--- src/rtl/bcd_timekeeper_if.sv ---
// bcd_timekeeper_if: control, load and display signals of the BCD time-of-day counter.
interface bcd_timekeeper_if;
    logic        run;
    logic        hour_12;
    logic        inc_hrs;
    logic        inc_min;
    logic        clr_sec;
    logic        load_valid;
    logic [23:0] load_time;
    logic [1:0]  disp_hrs_d;
    logic [3:0]  disp_hrs_u;
    logic [2:0]  min_d;
    logic [3:0]  min_u;
    logic [2:0]  sec_d;
    logic [3:0]  sec_u;
    logic        pm;
    logic        sec_tick;
    logic        blink;
    logic        load_err;

    modport master (
        output run, hour_12, inc_hrs, inc_min, clr_sec, load_valid, load_time,
        input  disp_hrs_d, disp_hrs_u, min_d, min_u, sec_d, sec_u, pm, sec_tick, blink, load_err
    );

    modport slave (
        input  run, hour_12, inc_hrs, inc_min, clr_sec, load_valid, load_time,
        output disp_hrs_d, disp_hrs_u, min_d, min_u, sec_d, sec_u, pm, sec_tick, blink, load_err
    );
endinterface

--- src/rtl/bcd_timekeeper.sv ---
// bcd_timekeeper: 24-hour BCD time-of-day counter with prescaler, adjust, checked load
// and registered 12/24-hour display outputs for the VGA clock digit renderer.
module bcd_timekeeper #(
    parameter int CLK_HZ    = 31_500_000,
    parameter int RESET_HRS = 17,
    parameter int RESET_MIN = 17,
    parameter int RESET_SEC = 0
) (
    input logic             px_clk,
    input logic             reset,
    bcd_timekeeper_if.slave bus
);
    localparam int              PW     = $clog2(CLK_HZ);
    localparam logic [PW-1:0]   P_MAX  = PW'(CLK_HZ - 1);
    localparam logic [PW-1:0]   P_HALF = PW'(CLK_HZ / 2);
    localparam logic [1:0]      R_HD   = 2'(RESET_HRS / 10);
    localparam logic [3:0]      R_HU   = 4'(RESET_HRS % 10);
    localparam logic [2:0]      R_MD   = 3'(RESET_MIN / 10);
    localparam logic [3:0]      R_MU   = 4'(RESET_MIN % 10);
    localparam logic [2:0]      R_SD   = 3'(RESET_SEC / 10);
    localparam logic [3:0]      R_SU   = 4'(RESET_SEC % 10);
    localparam logic            R_PM   = RESET_HRS >= 12;

    logic [PW-1:0] presc;
    logic [1:0]    hd, hd_i, l_hd, dh_d;
    logic [3:0]    hu, hu_i, l_hu, dh_u;
    logic [2:0]    md, md_i, l_md;
    logic [3:0]    mu, mu_i, l_mu;
    logic [2:0]    sd, sd_n, l_sd;
    logic [3:0]    su, su_n, l_su;
    logic [4:0]    h_bin, h_disp;
    logic          tick, adj, ld_ok, su_c, sd_c, m_wrap, h_wrap, unused_hi;

    // Incremented digit sets feed both the tick carry chain and the adjust buttons.
    always_comb begin
        {l_hd, l_hu, l_md, l_mu, l_sd, l_su} = bus.load_time[19:0];
        unused_hi = ^bus.load_time[23:20];
        ld_ok  = (l_hd < 2'd2 ? l_hu <= 4'd9 : l_hd == 2'd2 && l_hu <= 4'd3)
                 && l_md <= 3'd5 && l_mu <= 4'd9 && l_sd <= 3'd5 && l_su <= 4'd9;
        tick   = bus.run && presc == P_MAX;
        adj    = bus.inc_hrs || bus.inc_min || bus.clr_sec;
        su_c   = su == 4'd9;
        su_n   = su_c ? 4'd0 : su + 4'd1;
        sd_c   = su_c && sd == 3'd5;
        sd_n   = su_c ? (sd == 3'd5 ? 3'd0 : sd + 3'd1) : sd;
        m_wrap = mu == 4'd9 && md == 3'd5;
        mu_i   = mu == 4'd9 ? 4'd0 : mu + 4'd1;
        md_i   = mu == 4'd9 ? (md == 3'd5 ? 3'd0 : md + 3'd1) : md;
        h_wrap = hd == 2'd2 && hu == 4'd3;
        hu_i   = h_wrap || hu == 4'd9 ? 4'd0 : hu + 4'd1;
        hd_i   = h_wrap ? 2'd0 : hu == 4'd9 ? hd + 2'd1 : hd;
        h_bin  = 5'(hd) * 5'd10 + 5'(hu);
        h_disp = !bus.hour_12 ? h_bin : h_bin == 5'd0 ? 5'd12 : h_bin > 5'd12 ? h_bin - 5'd12 : h_bin;
        dh_d   = h_disp >= 5'd20 ? 2'd2 : h_disp >= 5'd10 ? 2'd1 : 2'd0;
        dh_u   = 4'(h_disp - 5'(dh_d) * 5'd10);
    end

    assign bus.blink = presc < P_HALF;

    // A rejected load leaves the prescaler running; clr_sec only counts when no load is present.
    always_ff @(posedge px_clk) begin
        if (reset) begin
            presc        <= '0;
            bus.sec_tick <= 1'b0;
            bus.load_err <= 1'b0;
        end else begin
            presc        <= (bus.load_valid ? ld_ok : bus.clr_sec) ? '0
                            : !bus.run ? presc : tick ? '0 : presc + 1'b1;
            bus.sec_tick <= tick;
            bus.load_err <= bus.load_valid && !ld_ok;
        end
    end

    always_ff @(posedge px_clk) begin
        if (reset) begin
            {hd, hu, md, mu, sd, su} <= {R_HD, R_HU, R_MD, R_MU, R_SD, R_SU};
        end else if (bus.load_valid) begin
            if (ld_ok) {hd, hu, md, mu, sd, su} <= bus.load_time[19:0];
        end else if (adj) begin
            if (bus.inc_hrs) {hd, hu} <= {hd_i, hu_i};
            if (bus.inc_min) {md, mu} <= {md_i, mu_i};
            if (bus.clr_sec) {sd, su} <= '0;
        end else if (tick) begin
            {sd, su} <= {sd_n, su_n};
            if (sd_c) {md, mu} <= {md_i, mu_i};
            if (sd_c && m_wrap) {hd, hu} <= {hd_i, hu_i};
        end
    end

    always_ff @(posedge px_clk) begin
        if (reset) begin
            bus.disp_hrs_d <= R_HD;
            bus.disp_hrs_u <= R_HU;
            bus.min_d      <= R_MD;
            bus.min_u      <= R_MU;
            bus.sec_d      <= R_SD;
            bus.sec_u      <= R_SU;
            bus.pm         <= R_PM;
        end else begin
            bus.disp_hrs_d <= dh_d;
            bus.disp_hrs_u <= dh_u;
            bus.min_d      <= md;
            bus.min_u      <= mu;
            bus.sec_d      <= sd;
            bus.sec_u      <= su;
            bus.pm         <= h_bin >= 5'd12;
        end
    end
endmodule

--- src/flat_wrapper.sv ---
// flat-port wrapper written by rule: the top's interface ports become plain ports
module bcd_timekeeper_flat 
#(
    parameter int CLK_HZ    = 31_500_000,
    parameter int RESET_HRS = 17,
    parameter int RESET_MIN = 17,
    parameter int RESET_SEC = 0
)
  (px_clk, reset, bus_run, bus_hour_12, bus_inc_hrs, bus_inc_min, bus_clr_sec, bus_load_valid, bus_load_time, bus_disp_hrs_d, bus_disp_hrs_u, bus_min_d, bus_min_u, bus_sec_d, bus_sec_u, bus_pm, bus_sec_tick, bus_blink, bus_load_err);
  bcd_timekeeper_if bus_i ();
  input logic px_clk;
  input logic reset;
  input wire logic [$bits(bus_i.run)-1:0] bus_run;
  input wire logic [$bits(bus_i.hour_12)-1:0] bus_hour_12;
  input wire logic [$bits(bus_i.inc_hrs)-1:0] bus_inc_hrs;
  input wire logic [$bits(bus_i.inc_min)-1:0] bus_inc_min;
  input wire logic [$bits(bus_i.clr_sec)-1:0] bus_clr_sec;
  input wire logic [$bits(bus_i.load_valid)-1:0] bus_load_valid;
  input wire logic [$bits(bus_i.load_time)-1:0] bus_load_time;
  output wire logic [$bits(bus_i.disp_hrs_d)-1:0] bus_disp_hrs_d;
  output wire logic [$bits(bus_i.disp_hrs_u)-1:0] bus_disp_hrs_u;
  output wire logic [$bits(bus_i.min_d)-1:0] bus_min_d;
  output wire logic [$bits(bus_i.min_u)-1:0] bus_min_u;
  output wire logic [$bits(bus_i.sec_d)-1:0] bus_sec_d;
  output wire logic [$bits(bus_i.sec_u)-1:0] bus_sec_u;
  output wire logic [$bits(bus_i.pm)-1:0] bus_pm;
  output wire logic [$bits(bus_i.sec_tick)-1:0] bus_sec_tick;
  output wire logic [$bits(bus_i.blink)-1:0] bus_blink;
  output wire logic [$bits(bus_i.load_err)-1:0] bus_load_err;
  assign bus_i.run = bus_run;
  assign bus_i.hour_12 = bus_hour_12;
  assign bus_i.inc_hrs = bus_inc_hrs;
  assign bus_i.inc_min = bus_inc_min;
  assign bus_i.clr_sec = bus_clr_sec;
  assign bus_i.load_valid = bus_load_valid;
  assign bus_i.load_time = bus_load_time;
  assign bus_disp_hrs_d = bus_i.disp_hrs_d;
  assign bus_disp_hrs_u = bus_i.disp_hrs_u;
  assign bus_min_d = bus_i.min_d;
  assign bus_min_u = bus_i.min_u;
  assign bus_sec_d = bus_i.sec_d;
  assign bus_sec_u = bus_i.sec_u;
  assign bus_pm = bus_i.pm;
  assign bus_sec_tick = bus_i.sec_tick;
  assign bus_blink = bus_i.blink;
  assign bus_load_err = bus_i.load_err;
  bcd_timekeeper #(.CLK_HZ(CLK_HZ), .RESET_HRS(RESET_HRS), .RESET_MIN(RESET_MIN), .RESET_SEC(RESET_SEC)) u_core (.px_clk(px_clk), .reset(reset), .bus(bus_i));
endmodule
--- config.mk ---
export PLATFORM = sky130hd
export DESIGN_NAME = bcd_timekeeper_flat
export DESIGN_NICKNAME = d
export VERILOG_FILES = /design/src/rtl/bcd_timekeeper_if.sv /design/src/rtl/bcd_timekeeper.sv /design/src/flat_wrapper.sv
export SDC_FILE = /design/constraint.sdc
export NUM_CORES = 1
export LEC_CHECK = 0
export CAP_MARGIN = 20
export CORE_ASPECT_RATIO = 0.5
export CORE_MARGIN = 5
export CORE_UTILIZATION = 52
export CTS_CLUSTER_SIZE = 25
export DETAILED_ROUTE_END_ITERATION = 16
export GPL_TIMING_DRIVEN = 0
export PLACE_DENSITY = 0.74
export SLEW_MARGIN = 15
export SYNTH_ARGS = -nofsm -noshare
export SYNTH_HDL_FRONTEND = slang
export SYNTH_SLANG_ARGS = --single-unit
--- constraint.sdc ---
create_clock -name px_clk -period 6.7 [get_ports px_clk]
set_input_delay 1.34 -clock px_clk [delete_from_list [all_inputs] [get_ports px_clk]]
set_output_delay 1.34 -clock px_clk [all_outputs]
set_load 0.02 [all_outputs]
### Word-level counts from Yosys, hierarchy flattened

Cells that the tools add are included.

| cells by class | value |
|---|---|
| add/sub/neg operators | 10 |
| multiply operators | 2 |
| $lt $le $gt $ge | 12 |
| equal/unequal tests | 13 |
| mux-type cells | 51 |
| reduce and logical (&&, ||, !) cells | 25 |

Operators by type and width:

| cell | number |
|---|---|
| 4-bit 2-to-1 mux | 20 |
| 3-bit 2-to-1 mux | 15 |
| 25-bit by 1-bit adder with 25-bit output (second input constant) | 1 |
| 25-bit == test (second input constant) | 1 |
| 25-bit by 24-bit < comparator with 1-bit output (second input constant) | 1 |
| 25-bit 2-to-1 mux | 1 |
| 2-bit 2-to-1 mux | 9 |
| 5-bit 2-to-1 mux | 3 |
| 4-bit by 1-bit adder with 4-bit output (second input constant) | 3 |
| 4-bit == test (second input constant) | 3 |
| 4-bit less-or-equal comparator (second input constant) | 3 |
| 4-bit AND reduction | 3 |
| 3-bit nonzero test | 4 |
| 1-bit logical AND | 11 |
| 5-bit by 4-bit >= comparator with 1-bit output (second input constant) | 2 |
| 3-bit inequality test (second input constant) | 3 |
| 3-bit by 1-bit adder with 3-bit output (second input constant) | 2 |
| 3-bit == test (second input constant) | 2 |
| 3-bit less-or-equal comparator (second input constant) | 2 |
| 5-bit by 4-bit adder with 5-bit output | 1 |
| 5-bit >= comparator (second input constant) | 1 |
| 5-bit by 4-bit > comparator with 1-bit output (second input constant) | 1 |
| 5-bit logical NOT | 1 |
| 5-bit by 4-bit subtractor with 5-bit output (second input constant) | 1 |
| 14 further kinds | 19 |

| word-level totals | value |
|---|---|
| register bits after elaboration | 68 |
| bits of input ports | 32 |
| output and inout bits | 24 |
| logic and storage cells | 129 |

### Logic depth before layout (Yosys ltp)

Gate-level depths: netlist (run 1).

| logic depth | value |
|---|---|
| depth in word-level cells | 11 |
| mapped depth | 15 |
| gate-level depth less buffers | 15 |

### Worst setup path after synthesis (run 1)

Ideal clock, no wire load.

| timing | value |
|---|---|
| path type | reg-to-reg |
| from | reg u_core.hu[1] |
| to | reg u_core.bus.disp_hrs_u[3] |
| setup time | 130 ps |
| arrival | 3131 ps |
| data required time | 6570 ps |
| setup slack | 3439 ps |
| cell stages (with the launch flop) | 15 |
| path buffers | 0 |
| clock period less this slack | 3261 ps |
| cells stage by stage | dfxtp_1 -> ha_1 -> fa_1 -> xor2_1 -> inv_1 -> ha_1 -> o21a_1 -> o221ai_1 -> o311ai_1 -> o21ai_0 -> o22ai_1 -> ha_1 -> fa_1 -> nor3_1 -> nor3_1 |

| between the ends | value |
|---|---|
| longest elaborated chain between the ends | 10 |
| elaborated cells on any way between the ends | 13 |
| those cells by class | 3 x add/sub; 1 x mul; 3 x order compare; 5 x mux; 1 x reduce/logical |

Ends and longest elaborated chain:

| element | line | source |
|---|---|---|
| start, declared | bcd_timekeeper.sv:26 | `logic [3:0] hu, hu_i, l_hu, dh_u;` |
| start signal, assigned | bcd_timekeeper.sv:76 | `{hd, hu, md, mu, sd, su} <= {R_HD, R_HU, R_MD, R_MU, R_SD, R_SU};` |
| start signal, assigned | bcd_timekeeper.sv:78 | `if (ld_ok) {hd, hu, md, mu, sd, su} <= bus.load_time[19:0];` |
| start signal, assigned | bcd_timekeeper.sv:80 | `if (bus.inc_hrs) {hd, hu} <= {hd_i, hu_i};` |
| 5-bit by 4-bit adder with 5-bit output * | bcd_timekeeper.sv:52 | `h_bin = 5'(hd) * 5'd10 + 5'(hu);` |
| 5-bit by 4-bit subtractor with 5-bit output / 5-bit by 4-bit > comparator with 1-bit output (equally long branches) | bcd_timekeeper.sv:53 | `h_disp = !bus.hour_12 ? h_bin : h_bin == 5'd0 ? 5'd12 : h_bin > 5'd12 ? h_bin - 5'd12 : h_bin;` |
| 5-bit 2-to-1 mux (2 in a row) | bcd_timekeeper.sv:53 |  |
| 5-bit 2-to-1 mux * | bcd_timekeeper.sv:53 |  |
| 5-bit by 4-bit >= comparator with 1-bit output | bcd_timekeeper.sv:54 | `dh_d = h_disp >= 5'd20 ? 2'd2 : h_disp >= 5'd10 ? 2'd1 : 2'd0;` |
| 1-bit 2-to-1 mux | bcd_timekeeper.sv:54 |  |
| 2-bit 2-to-1 mux * | bcd_timekeeper.sv:54 |  |
| net u_core.dh_d[0] | bcd_timekeeper.sv:25 | `logic [1:0] hd, hd_i, l_hd, dh_d;` |
| 2-bit by 3-bit multiplier with 3-bit output * | bcd_timekeeper.sv:55 | `dh_u = 4'(h_disp - 5'(dh_d) * 5'd10);` |
| 4-bit subtractor * | bcd_timekeeper.sv:55 |  |
| end signal, assigned | bcd_timekeeper.sv:101 | `bus.disp_hrs_u <= dh_u;` |
| end, declared | bcd_timekeeper_if.sv:28 | `output disp_hrs_d, disp_hrs_u, min_d, min_u, sec_d, sec_u, pm, sec_tick, blink, load_err` |

Mark *: on every way through the listed nets, which the timed path passes. The rest lies on a longest branch.
A chain may end at the register's enable or synchronous reset.

### Worst setup path after layout (run 1)

Ends and elaborated chain as after synthesis.

==> impl_metrics.csv, run 1 <==
group,metric,value,unit
global_route,grt_pass1_wl,13400,um
timing,setup_viol,0,
global_route,grt_pass1_vias,2887,
critical_path,timing.rr.start,"u_core.hu[1]",
power_and_ir_drop,p_leak,0.00170,uW
global_route,antenna_found_initial,0,
logic_synthesis,synthCells,419,
cts,cts_root_buf,"clkbuf_16",
timing,hold_violations,0,
detailed_routing,initialDrtViolationCount,165,
floorplan,initial_core_util,53.3,%
cts,htree_num_levels,3,
logic_synthesis,synthAdderAreaFrac,4.99,%
place,hpwl,5960,um
worst_hold_path,min_from,"u_core.presc[10]",
power_and_ir_drop,peakVddDrop,152,uV
place,portBuffers,50,
floorplan,die_x,127,um
global_route,grt_max_degree,12,
critical_path,cp_data_arrival_time,3.86,ns
run_status,status,"completed",
logic_synthesis,synth_top_family_by_area,"simple AND/OR/NAND/NOR gates",
floorplan,fp.coreArea,6670,um^2
logic_synthesis,synth-xor-area-share,4.92,%
floorplan,die_h,68.5,um
timing,finalClockSkew,0.00268,ns
critical_path,r2r_slack,3.04,ns
timing,period_minus_slack,3.66,ns
logic_synthesis,synth.distinct_cells,66,
place,dp_slack,2.74,ns
logic_synthesis,synth_edf_count,0,
layout,areaGrowthSynthToFinish,25.4,%
detailed_routing,wl_per_cell,13.8,um
cts,ctsHoldBuffers,0,
detailed_routing,drt.antenna.violating_nets,0,
critical_path,cp-start-kind,"flop",
layout,num_antenna_cells,0,
cts,cts.sinks,68,
logic_synthesis,synth_top_flop_cell,"dfxtp_1",
timing,tns,0,ns
cts,cts_tree,"built",
critical_path,reg2reg_to,"u_core.bus.disp_hrs_u[3]",
logic_synthesis,synth.avg_cell_area,8.50,um^2
logic_synthesis,muxShareOfSynthArea,3.83,%
timing,rsz0062_at_grt,"false",
cts,clockBufferDepth,2,
timing,period_share,54.7,%
logic_synthesis,yosys_warnings,0,
timing,report.final.slew_viol_count,0,
floorplan,io_pins,56,
critical_path,cp.required,6.89,ns
global_route,grt-ovfl-total,0,
critical_path,worstSetupPathType,"reg2reg",
timing,fmax,273,MHz
logic_synthesis,synth_seq_cells,68,
logic_synthesis,yosysSeqAreaShare,38.2,%
worst_hold_path,hold_depth,2,
worst_hold_path,min_to,"u_core.presc[10]",
critical_path,worstPathMaxFanout,6,
logic_synthesis,synth-simple-area-share,27.0,%
logic_synthesis,synth_area,3560,um^2
detailed_routing,first_pass_iters,4,
timing,max_slew.worst_pin.slew,0.666,ns
layout,finalCoreUtilization,66.9,%
power_and_ir_drop,power_density,259,nW/um^2
logic_synthesis,postSynth.asyncResetShare,0,%
layout,nFillCells,587,
worst_hold_path,hp-class,"reg2reg",
detailed_routing,avgViaCountPerCell,5.46,
timing,slew_headroom,55.2,%
run,drv_cap,0,
detailed_routing,drt_wl_total,7970,um
global_route,grtUsageTotal,19.5,%
detailed_routing,dr_total_vias,3149,
cts,postCtsResizedCells,0,
place,place.gp.congestion,0.895,
critical_path,timing.critical_path.from,"u_core.hu[1]",
detailed_routing,route.detailed.drc,0,
cts,worstSkewPairLatency,0.33,ns
floorplan,fp.dieArea,8700,um^2
floorplan,rows,21,
critical_path,end_kind,"flop",
cts,post_cts_buffers,0,
logic_synthesis,syn-num-nets,464,
critical_path,r2r_cells,14,
timing,hold_slack,0.507,ns
layout,drive_gt1_share,10.9,%
power_and_ir_drop,p_total,1150,uW
layout,final_nets,525,
cts,path_clk_slew,0.05,ns
logic_synthesis,synth-compound-area-share,16.7,%
cts,cts_buffers,9,
timing,fin_ws,3.04,ns
[flip-flops by register name (all words and copies together) (netlist names), 4 cells and up]
| name | flops |
|---|---|
| u_core.presc | 25 |
| u_core.bus.disp_hrs_u | 4 |
| u_core.bus.min_u | 4 |
| u_core.bus.sec_u | 4 |
| u_core.hu | 4 |
| u_core.mu | 4 |
| u_core.su | 4 |
[worst max path at each step]
stage,endpoint,slack (ns),depth (start not counted)
2_1_floorplan,u_core.bus.disp_hrs_u[3],3.44,14
3_3_place_gp,u_core.presc[11],2.76,9
3_5_place_dp,u_core.presc[21],2.74,9
4_1_cts,bus_blink,3.02,5
5_1_grt,u_core.bus.disp_hrs_u[3],2.81,14
6_report,u_core.bus.disp_hrs_u[3],3.04,14
[logic make-up (layout without fill, tap and decap cells)]
logic type      Yosys count  count (layout)
compound gates           89              89
simple gates            187             187
flops                    68              68
xor+xnor                 20              20
mux                      13              13
buf+inv                  29              95
fa+ha+maj                13              13
[report_power, final]
group / switching, uW / internal [uW] / leakage [uW]
Sequential: 15.9 / 432 / 0.000555
Combinational: 140 / 121 / 0.00100
Clock: 165 / 280 / 0.000138
[worst max-delay path, cell delays in order (launching register included)]
cell      delay (ns)
dfxtp_1         0.36
ha_1            0.24
fa_1            0.37
xor2_1          0.37
inv_1           0.12
ha_1            0.25
o21a_1          0.21
o221ai_1        0.20
o311ai_1        0.21
o21ai_0         0.21
o22ai_1         0.13
ha_1            0.23
fa_1            0.38
nor3_1          0.19
nor3_1          0.07
[routing by layer]
metal | track usage [%] | wire length [um]
met5 | 0 | 0
met2 | 33.8 | 3880
met4 | 6.02 | 78
met1 | 24.3 | 3630
met3 | 5.54 | 387
[synthesized netlist by cell type, drive strengths merged (7+ instances only)]
cell,instances,share of area (%)
a21oi,22,3.2
and3,7,1.3
buf,8,1.8
dfxtp,68,38
ha,11,3.9
inv,13,1.4
mux2i,8,2.2
nand2,32,3.4
nand3,17,2.4
nand4,10,1.9
nor2,60,6.5
nor2b,8,1.4
nor3,16,2.2
o21ai,24,3.4
or2,10,1.8
xor2,16,3.9
[per-stage QoR]
step	area (um^2)	instances
finish	4470	577
global route	4470	577
detailed placement	4180	561
floorplan	3560	419
CTS	4470	577
global placement	4180	561
[cells in the final DEF (no fill, tap or decap), types with 11 or more instances in the layout]
cell,synthesis,routed
inv_1,13,13
nor3_1,16,16
nand2_1,31,31
ha_1,11,11
clkdlybuf4s50_1,0,50
nor2_1,59,59
a21oi_1,21,21
xor2_1,16,16
o21ai_0,21,21
dfxtp_1,68,68
nand3_1,17,17
[final cells by class]
type,count,area [um^2],share of cell area [%]
timing repair buffer,50,500,11.2
inverter,13,48.8,1.09
buffer,16,105,2.35
tap,92,115,2.58
multi-input combinational,322,2040,45.8
clock buffer,13,270,6.05
clock inverter,3,20.0,0.448
sequential,68,1360,30.5
(Power assumes the default switching activity.)
==> inputs of run 2 (changes only) <==
clock period = 3.6 ns   (was 6.7 ns; I/O delays follow)
==> impl_metrics.csv, run 2 (synthesis results as in run 1) <==
group,metric,value,unit
worst_hold_path,min_to,"u_core.presc[10]",
run_status,status,"completed",
detailed_routing,drt.antenna.violating_nets,0,
detailed_routing,drt_wl_total,8010,um
critical_path,cp.required,3.79,ns
critical_path,end_kind,"flop",
floorplan,die_h,68.5,um
layout,drive_gt1_share,12.1,%
cts,ctsHoldBuffers,0,
power_and_ir_drop,peakVddDrop,284,uV
floorplan,initial_core_util,53.3,%
layout,final_cell_mix,"68 x dfxtp_1, 59 x nor2_1, 50 x clkdlybuf4s50_1, 31 x nand2_1, 21 x a21oi_1",
cts,htree_num_levels,3,
critical_path,r2r_cells,13,
detailed_routing,route.detailed.drc,0,
layout,mostFrequentLayoutCell,"dfxtp_1",
detailed_routing,first_pass_iters,5,
layout,areaGrowthSynthToFinish,26.5,%
timing,hold_violations,0,
detailed_routing,dr_total_vias,3152,
run,drv_cap,0,
global_route,antenna_found_initial,0,
critical_path,cp-start-kind,"flop",
layout,final_nets,527,
timing,max_slew.worst_pin.slew,0.666,ns
cts,cts.sinks,68,
global_route,grt_pass1_wl,13400,um
place,hpwl,5960,um
layout,finalCoreUtilization,67.5,%
critical_path,timing.rr.start,"u_core.hu[1]",
critical_path,r2r_slack,0.15,ns
timing,tns,0,ns
place,place.gp.congestion,0.895,
layout,num_antenna_cells,0,
cts,cts_root_buf,"clkbuf_16",
global_route,grt-ovfl-total,0,
worst_hold_path,hp-class,"reg2reg",
timing,setup_viol,0,
place,portBuffers,50,
power_and_ir_drop,p_leak,0.00171,uW
floorplan,fp.coreArea,6670,um^2
cts,clockBufferDepth,2,
cts,cts_tree,"built",
worst_hold_path,min_from,"u_core.presc[10]",
layout,nFillCells,580,
timing,rsz0062_at_grt,"false",
floorplan,rows,21,
detailed_routing,wl_per_cell,13.8,um
critical_path,worstSetupPathType,"reg2reg",
worst_hold_path,hold_depth,2,
power_and_ir_drop,power_density,483,nW/um^2
power_and_ir_drop,p_total,2180,uW
cts,path_clk_slew,0.05,ns
timing,slew_headroom,55.3,%
cts,worstSkewPairLatency,0.33,ns
global_route,grtUsageTotal,19.5,%
global_route,grt_pass1_vias,2887,
critical_path,worstPathMaxFanout,6,
critical_path,reg2reg_to,"u_core.bus.disp_hrs_u[3]",
layout,regMostFlops,"u_core.presc",
place,dp.cells,561,
global_route,grt_max_degree,12,
critical_path,cp_data_arrival_time,3.64,ns
timing,fmax,290,MHz
detailed_routing,avgViaCountPerCell,5.44,
detailed_routing,initialDrtViolationCount,179,
timing,finalClockSkew,0.00265,ns
timing,period_share,95.9,%
floorplan,io_pins,56,
cts,cts_buffers,9,
timing,report.final.slew_viol_count,0,
floorplan,fp.dieArea,8700,um^2
layout,final_cells,579,
floorplan,die_x,127,um
layout,largest_register_ffs,25,
timing,period_minus_slack,3.45,ns
==> run 2: changes by cell type in the layout (fill, tap and decap cells not counted), sizes merged <==
cell / change
buf: +2
==> run 2: layout make-up <==
class	instances	area, um^2	share of cell area [%]
Tap cell	92	115	2.56
Inverter	13	48.8	1.08
Timing Repair Buffer	52	515	11.4
Sequential cell	68	1360	30.2
Clock inverter	3	20.0	0.445
Buffer	16	105	2.33
Multi-Input combinational cell	322	2070	45.9
Clock buffer	13	270	6.00
==> run 2: per-stage QoR <==
step,worst slack [ns],hold slack [ns],cell area (um^2)
floorplan,0.339,0.461,3560
global placement,-0.00487,0.492,4180
detailed placement,-0.00109,0.494,4180
CTS,0.0839,0.503,4470
global route,0.00695,0.529,4500
finish,0.149,0.507,4500
==> run 2: worst max-delay path by stage <==
stage,from,to,slack [ns]
after global placement,u_core.hu[1],u_core.bus.disp_hrs_u[3],-0.005
after CTS,u_core.hu[1],u_core.bus.disp_hrs_u[3],0.08
after floorplan,u_core.hu[1],u_core.bus.disp_hrs_u[3],0.34
final,u_core.hu[1],u_core.bus.disp_hrs_u[3],0.15
after detailed placement,u_core.hu[1],u_core.bus.disp_hrs_u[3],-0.001
after global routing,u_core.hu[1],u_core.bus.disp_hrs_u[3],0.007
==> run 2: worst max-delay path, stage by stage, from the launching register on <==
cell and delay, ns:
dfxtp_1 0.36, ha_1 0.25, fa_2 0.62, inv_1 0.08, ha_1 0.25, o21a_1 0.22
o221ai_1 0.23, o311ai_2 0.19, o21ai_1 0.15, o22ai_1 0.11, ha_1 0.22, fa_1 0.40
nor3_2 0.18, nor3_1 0.06
==> run 2: routing by layer <==
layer  routed length (um)  global-route usage (%)
met5                    0                       0
met3                  396                    5.54
met1                 3640                    24.3
met2                 3900                    33.8
met4                   76                    6.02
==> run 2: where the power goes <==
group / total, uW / switching [uW] / internal, uW
Sequential: 834 / 29.9 / 804
Combinational: 514 / 270 / 244
Clock: 828 / 307 / 521
Total: 2180 / 607 / 1570
==> run 2: what timing repair did <==
item | 4_1_cts | 5_1_grt
pin swaps | 0 | 2
gates resized for setup | 1 | 4
setup buffers | 0 | 2
setup endpoints to repair | 1 | 1
